`src/rtl/counter_seq_pkg.sv`:
```
// rtl/counter_seq_pkg.sv - shared opcode and state enums for the counter command sequencer
package counter_seq_pkg;

  // Command opcodes as carried on cmd_op
  typedef enum logic [1:0] {
    OP_LOAD = 2'b00,
    OP_UP   = 2'b01,
    OP_DOWN = 2'b10,
    OP_RSVD = 2'b11
  } op_e;

  // Sequencer states
  typedef enum logic [1:0] {
    ST_IDLE = 2'b00,
    ST_LOAD = 2'b01,
    ST_RUN  = 2'b10
  } state_e;

endpackage

```
`src/rtl/counter_ref_model.sv`:
```
// rtl/counter_ref_model.sv - shadow up/down counter and sticky compare against the downstream counter
module counter_ref_model #(
  parameter int WIDTH = 4
) (
  input  logic             clk,
  input  logic             reset,
  input  logic             load,
  input  logic             up_down,
  input  logic [WIDTH-1:0] data_in,
  input  logic [WIDTH-1:0] data_out,
  input  logic             check_en,
  input  logic             clr_err,
  output logic [WIDTH-1:0] exp_count,
  output logic             mismatch
);

  localparam logic [WIDTH-1:0] ONE = {{(WIDTH-1){1'b0}}, 1'b1};

  logic [WIDTH-1:0] r_exp;
  logic             r_mismatch;
  logic             w_miss;

  // The downstream counter moves every cycle, so the shadow does too; wrap is natural modulo 2^WIDTH
  always_ff @(posedge clk or negedge reset) begin
    if (!reset) begin
      r_exp <= '0;
    end else if (load) begin
      r_exp <= data_in;
    end else if (up_down) begin
      r_exp <= r_exp + ONE;
    end else begin
      r_exp <= r_exp - ONE;
    end
  end

  assign w_miss = check_en && (data_out != r_exp);

  // Sticky mismatch; a fresh miss wins over a clear in the same cycle
  always_ff @(posedge clk or negedge reset) begin
    if (!reset) begin
      r_mismatch <= 1'b0;
    end else begin
      r_mismatch <= w_miss | (r_mismatch & ~clr_err);
    end
  end

  assign exp_count = r_exp;
  assign mismatch  = r_mismatch;

endmodule

```
`src/rtl/counter_cmd_seq.sv`:
```
// rtl/counter_cmd_seq.sv - command sequencer driving a downstream up/down counter with self-check
module counter_cmd_seq
  import counter_seq_pkg::*;
#(
  parameter int WIDTH = 4,
  parameter int LEN_W = 8
) (
  input  logic             clk,
  input  logic             reset,
  input  logic             cmd_valid,
  output logic             cmd_ready,
  input  logic [1:0]       cmd_op,
  input  logic [WIDTH-1:0] cmd_data,
  input  logic [LEN_W-1:0] cmd_len,
  output logic             load,
  output logic             up_down,
  output logic [WIDTH-1:0] data_in,
  input  logic [WIDTH-1:0] data_out,
  input  logic             check_en,
  input  logic             clr_err,
  output logic             busy,
  output logic             done,
  output logic             mismatch,
  output logic             op_err,
  output logic [WIDTH-1:0] exp_count
);

  localparam logic [LEN_W-1:0] LEN_ONE = {{(LEN_W-1){1'b0}}, 1'b1};

  state_e           r_state, w_state_nxt;
  logic [LEN_W-1:0] r_rem, w_rem_nxt;
  logic             r_load, w_load_nxt;
  logic             r_up_down, w_up_down_nxt;
  logic [WIDTH-1:0] r_data_in, w_data_in_nxt;
  logic             r_done, w_done_nxt;
  logic             r_op_err, w_op_err_nxt;
  logic             r_busy, r_cmd_ready;
  logic [1:0]       r_rst_sync;
  logic             w_live;
  logic             w_accept;
  op_e              w_op;

  // Release of reset is retimed so commands are taken only once both stages have seen it
  always_ff @(posedge clk or negedge reset) begin
    if (!reset) begin
      r_rst_sync <= 2'b00;
    end else begin
      r_rst_sync <= {r_rst_sync[0], 1'b1};
    end
  end

  assign w_live   = r_rst_sync[1];
  assign w_accept = cmd_valid && r_cmd_ready && w_live;
  assign w_op     = op_e'(cmd_op);

  // Next state and next registered outputs; everything holds unless a transition says otherwise
  always_comb begin
    w_state_nxt   = r_state;
    w_rem_nxt     = r_rem;
    w_load_nxt    = 1'b0;
    w_up_down_nxt = r_up_down;
    w_data_in_nxt = r_data_in;
    w_done_nxt    = 1'b0;
    w_op_err_nxt  = r_op_err & ~clr_err;
    case (r_state)
      ST_IDLE: begin
        if (w_accept) begin
          case (w_op)
            OP_LOAD: begin
              w_state_nxt   = ST_LOAD;
              w_load_nxt    = 1'b1;
              w_data_in_nxt = cmd_data;
            end
            OP_UP, OP_DOWN: begin
              w_state_nxt   = ST_RUN;
              w_up_down_nxt = (w_op == OP_UP);
              // r_rem counts the RUN cycles still to go after the current one; len 0 behaves as 1
              w_rem_nxt     = (cmd_len == '0) ? '0 : cmd_len - LEN_ONE;
            end
            default: begin
              w_op_err_nxt = 1'b1;
            end
          endcase
        end
      end
      ST_LOAD: begin
        w_state_nxt = ST_IDLE;
        w_done_nxt  = 1'b1;
      end
      ST_RUN: begin
        if (r_rem == '0) begin
          w_state_nxt = ST_IDLE;
          w_done_nxt  = 1'b1;
        end else begin
          w_rem_nxt = r_rem - LEN_ONE;
        end
      end
      default: begin
        w_state_nxt = ST_IDLE;
      end
    endcase
  end

  // State, length counter and every output are registered
  always_ff @(posedge clk or negedge reset) begin
    if (!reset) begin
      r_state     <= ST_IDLE;
      r_rem       <= '0;
      r_load      <= 1'b0;
      r_up_down   <= 1'b1;
      r_data_in   <= '0;
      r_done      <= 1'b0;
      r_op_err    <= 1'b0;
      r_busy      <= 1'b0;
      r_cmd_ready <= 1'b1;
    end else begin
      r_state     <= w_state_nxt;
      r_rem       <= w_rem_nxt;
      r_load      <= w_load_nxt;
      r_up_down   <= w_up_down_nxt;
      r_data_in   <= w_data_in_nxt;
      r_done      <= w_done_nxt;
      r_op_err    <= w_op_err_nxt;
      r_busy      <= (w_state_nxt != ST_IDLE);
      r_cmd_ready <= (w_state_nxt == ST_IDLE);
    end
  end

  counter_ref_model #(
    .WIDTH (WIDTH)
  ) u_ref (
    .clk       (clk),
    .reset     (reset),
    .load      (r_load),
    .up_down   (r_up_down),
    .data_in   (r_data_in),
    .data_out  (data_out),
    .check_en  (check_en),
    .clr_err   (clr_err),
    .exp_count (exp_count),
    .mismatch  (mismatch)
  );

  assign cmd_ready = r_cmd_ready;
  assign load      = r_load;
  assign up_down   = r_up_down;
  assign data_in   = r_data_in;
  assign busy      = r_busy;
  assign done      = r_done;
  assign op_err    = r_op_err;

endmodule

```
`config.mk`:
```
export PLATFORM = sky130hd
export DESIGN_NAME = counter_cmd_seq
export DESIGN_NICKNAME = d
export VERILOG_FILES = /design/src/rtl/counter_seq_pkg.sv /design/src/rtl/counter_ref_model.sv /design/src/rtl/counter_cmd_seq.sv
export SDC_FILE = /design/constraint.sdc
export NUM_CORES = 1
export LEC_CHECK = 0
export CAP_MARGIN = 10
export CORE_UTILIZATION = 60
export CTS_CLUSTER_DIAMETER = 60
export DETAILED_ROUTE_END_ITERATION = 12
export DONT_BUFFER_PORTS = 1
export GPL_TIMING_DRIVEN = 0
export MAX_ROUTING_LAYER = met4
export PLACE_DENSITY = 0.76
export SYNTH_ARGS = -nofsm -noshare
export SYNTH_HDL_FRONTEND = slang
export SYNTH_SLANG_ARGS = --single-unit
```
`constraint.sdc`:
```
create_clock -name clk -period 2.35 [get_ports clk]
set_clock_uncertainty 0.15 [all_clocks]
set_input_delay 0.235 -clock clk [delete_from_list [all_inputs] [get_ports clk]]
set_output_delay 0.235 -clock clk [all_outputs]
set_load 0.03 [all_outputs]
```
==> metrics.yaml <==
worst_pin_slew_ns: 0.631
seqCellArea_um2: 678
hold_violations: 0
max_clock_freq_mhz: 446
drt_wl_total_um: 3430
row_count: 19
cts_tree: "done"
hold_path.class: "in -> reg"
cts_sinks: 27
core_area_um2: 2760
final_nets: 224
antenna_found_initial: 0
layout_min_cycle_time_ns: 2.24
tns_ns: 0
htreeDepth: 1
start_util: 0.632
async_flop_share: 1.00
whs_ns: 0.0485
drv_slew: 0
cts_root_buffer: "clkbuf_4"
drive_gt1_frac: 0.203
dr.pass1.iters: 4
ys_types: 48
outcome: "finished, final reports clean"
synth_top_area_frac: 0.359
worstPathRequired_ns: 2.41
cp.arrival_ns: 2.30
p_total_mw: 2.29
r2r_start: "r_state[0]$_DFF_PN0_"
vdd.ir_drop.worst_uv: 885
final_cells: 218
detail_route.wl_per_cell_um: 15.7
clk_latency_ns: 0.32
timing_worst_setup_path_type: "reg -> reg"
ys_ff_latch: 27
synthTopCellsByArea: "dfrtp_1 36%, ha_1 8.6%, mux2_2 5.2%, inv_1 4.3%, dfstp_2 3.0%"
r2r_cells: 8
synthCells: 172
startpoint: "r_state[0]$_DFF_PN0_"
route.detailed.drc: 0
grt_pass1_vias: 1333
grtUsageTotal: 0.243
synthTopCellsByCount: "25 x dfrtp_1, 20 x inv_1, 12 x ha_1"
crit_end: "r_rem[6]$_DFFE_PN0P_"
detail-route-antenna-nets: 0
rsz0062_at_grt: "false"
place.gp.congestion: 0.842
vias_per_cell: 6.21
overflow: 0
yosysWarnings: 0
dp_hpwl_um: 2490
max-slew-margin-rel: 0.576
synth_edf_count: 0
fillers: 208
syn_area_per_cell_um2: 10.1
critPathCaptureType: "flop"
port_buffers: 0
fp.dieH_um: 55.9
ios: 38
power_density_nw_per_um2: 1170
yosysMostFrequentCell: "dfrtp_1"
rr_endpoint: "r_rem[6]$_DFFE_PN0P_"
worst_setup_path_start_kind: "flop"
maxCapViolCount: 0
clk_pin_slew_worst_paths_ns: 0.13
reg2reg_slack_ns: 0.11
die_w_um: 55.9
grt_max_degree: 28
synthesis.nets: 208
setup-violations-final: 0
via_count: 1354
area_growth_pct: 11.7
synth_top_cell_by_area: "dfrtp_1"
cts_made_buffers: 3
dp_cells: 203
seq_area_frac_synth: 0.389
dieArea_um2: 3130
synth_ff_type: "dfrtp_1"
n_antenna_cell: 0
drt_iter0_markers: 61
finalCritPeriodShare: 0.954
grt_pass1_wl_um: 5780
crit_fanout: 9
cts.path.max_buffers: 2
synth_area_um2: 1740
p_leak_nw: 0.854
multiInputGateArea_um2: 976
## kinds of logic (layout without fill, tap and decap cells)
group                    after synthesis  count (layout)  share of synthesized area
buffers and inverters                 24              39                     0.0631
AND/OR/NAND/NOR                       43              43                      0.141
XOR/XNOR                               9               9                     0.0452
AO/OA/AOI/OAI                         47              47                      0.211
flip-flops                            27              27                      0.389
multiplexers                           8               8                     0.0517
adder cells (fa/ha/maj)               13              13                     0.0976
other                                  1               1                    0.00215
## layout by cell type (no fill, tap or decap), drive strengths merged, types with 2 or more instances in the layout
cell	count
o41ai	3
a31o	3
dfstp	2
o21ai	10
nand2	9
inv	19
a21oi	8
clkbuf	5
nand3b	2
o22ai	3
xnor2	3
or2	3
buf	7
a221oi	3
and4	2
o31ai	5
dlygate4sd3	7
ha	12
nand3	5
nor3b	2
o2111ai	2
dfrtp	25
a21o	2
mux2	8
or4b	2
xor2	6
nor2	9
nor3	4
## metal layers
layer	wire length, µm	share of wire	global-route usage
met1	1580	0.46	0.318
met2	1610	0.47	0.396
met3	197	0.058	0.0512
met4	40	0.012	0.0523
met5	0	0	-
## report_power, final
part           internal, mW  switching, mW  total [mW]
combinational         0.526          0.475        1.00
sequential            0.664          0.429        1.09
clock                0.0664          0.126       0.193
total                  1.26           1.03        2.29
## layout make-up
type	count	share of cell area
well taps	31	0.0199
clock buffers	4	0.0135
inverters	20	0.0405
repair buffers	11	0.0578
plain buffers	4	0.0193
flip-flops and latches	27	0.348
multi-input cells	121	0.501
## state kept, by name, summed over array words and instances (netlist names)
| signal | flops |
|---|---|
| r_rst_sync | 2 |
| data_in | 4 |
| u_ref.exp_count | 4 |
| op_err | 1 |
| busy | 1 |
| u_ref.mismatch | 1 |
| cmd_ready | 1 |
| done | 1 |
| load | 1 |
| r_state | 2 |
| r_rem | 8 |
| up_down | 1 |
## through the flow
step / worst slack [ns] / utilization / area [µm²]
global placement: 0.0233 / 0.647 / 1780
floorplan: 0.225 / - / 1740
global route: 0.0136 / 0.706 / 1950
finish: 0.108 / 0.706 / 1950
detailed placement: 0.00515 / 0.647 / 1780
CTS: 0.00294 / 0.689 / 1900
## worst max-delay path, stage by stage, from the launching register on
cell and delay, ns:
dfrtp_1 0.42, inv_1 0.11, ha_1 0.15, clkbuf_4 0.21
clkinvlp_4 0.16, a2bb2oi_4 0.22, or2_1 0.23, buf_6 0.14
a221o_1 0.34
## how the worst min path moves through the flow
stage / startpoint / endpoint / slack, ns / depth (start not counted)
after global placement: reset / r_rem[6]$_DFFE_PN0P_ / -0.21 / 0
final: cmd_len[0] / r_rem[0]$_DFFE_PN0P_ / 0.05 / 2
after floorplan: reset / busy$_DFF_PN0_ / -0.21 / 0
after global routing: cmd_len[0] / r_rem[0]$_DFFE_PN0P_ / 0.04 / 2
after CTS: cmd_len[0] / r_rem[0]$_DFFE_PN0P_ / 0.04 / 2
after detailed placement: reset / r_rem[5]$_DFFE_PN0P_ / -0.21 / 0
## timing repair
item,4_1_cts,5_1_grt
hold buffers,8,0
resized for setup,0,5
setup buffers,0,3
endpoints found under the setup margin,0,5
hold endpoints to repair,33,0
No activity file was read; power rests on OpenSTA's default activity.
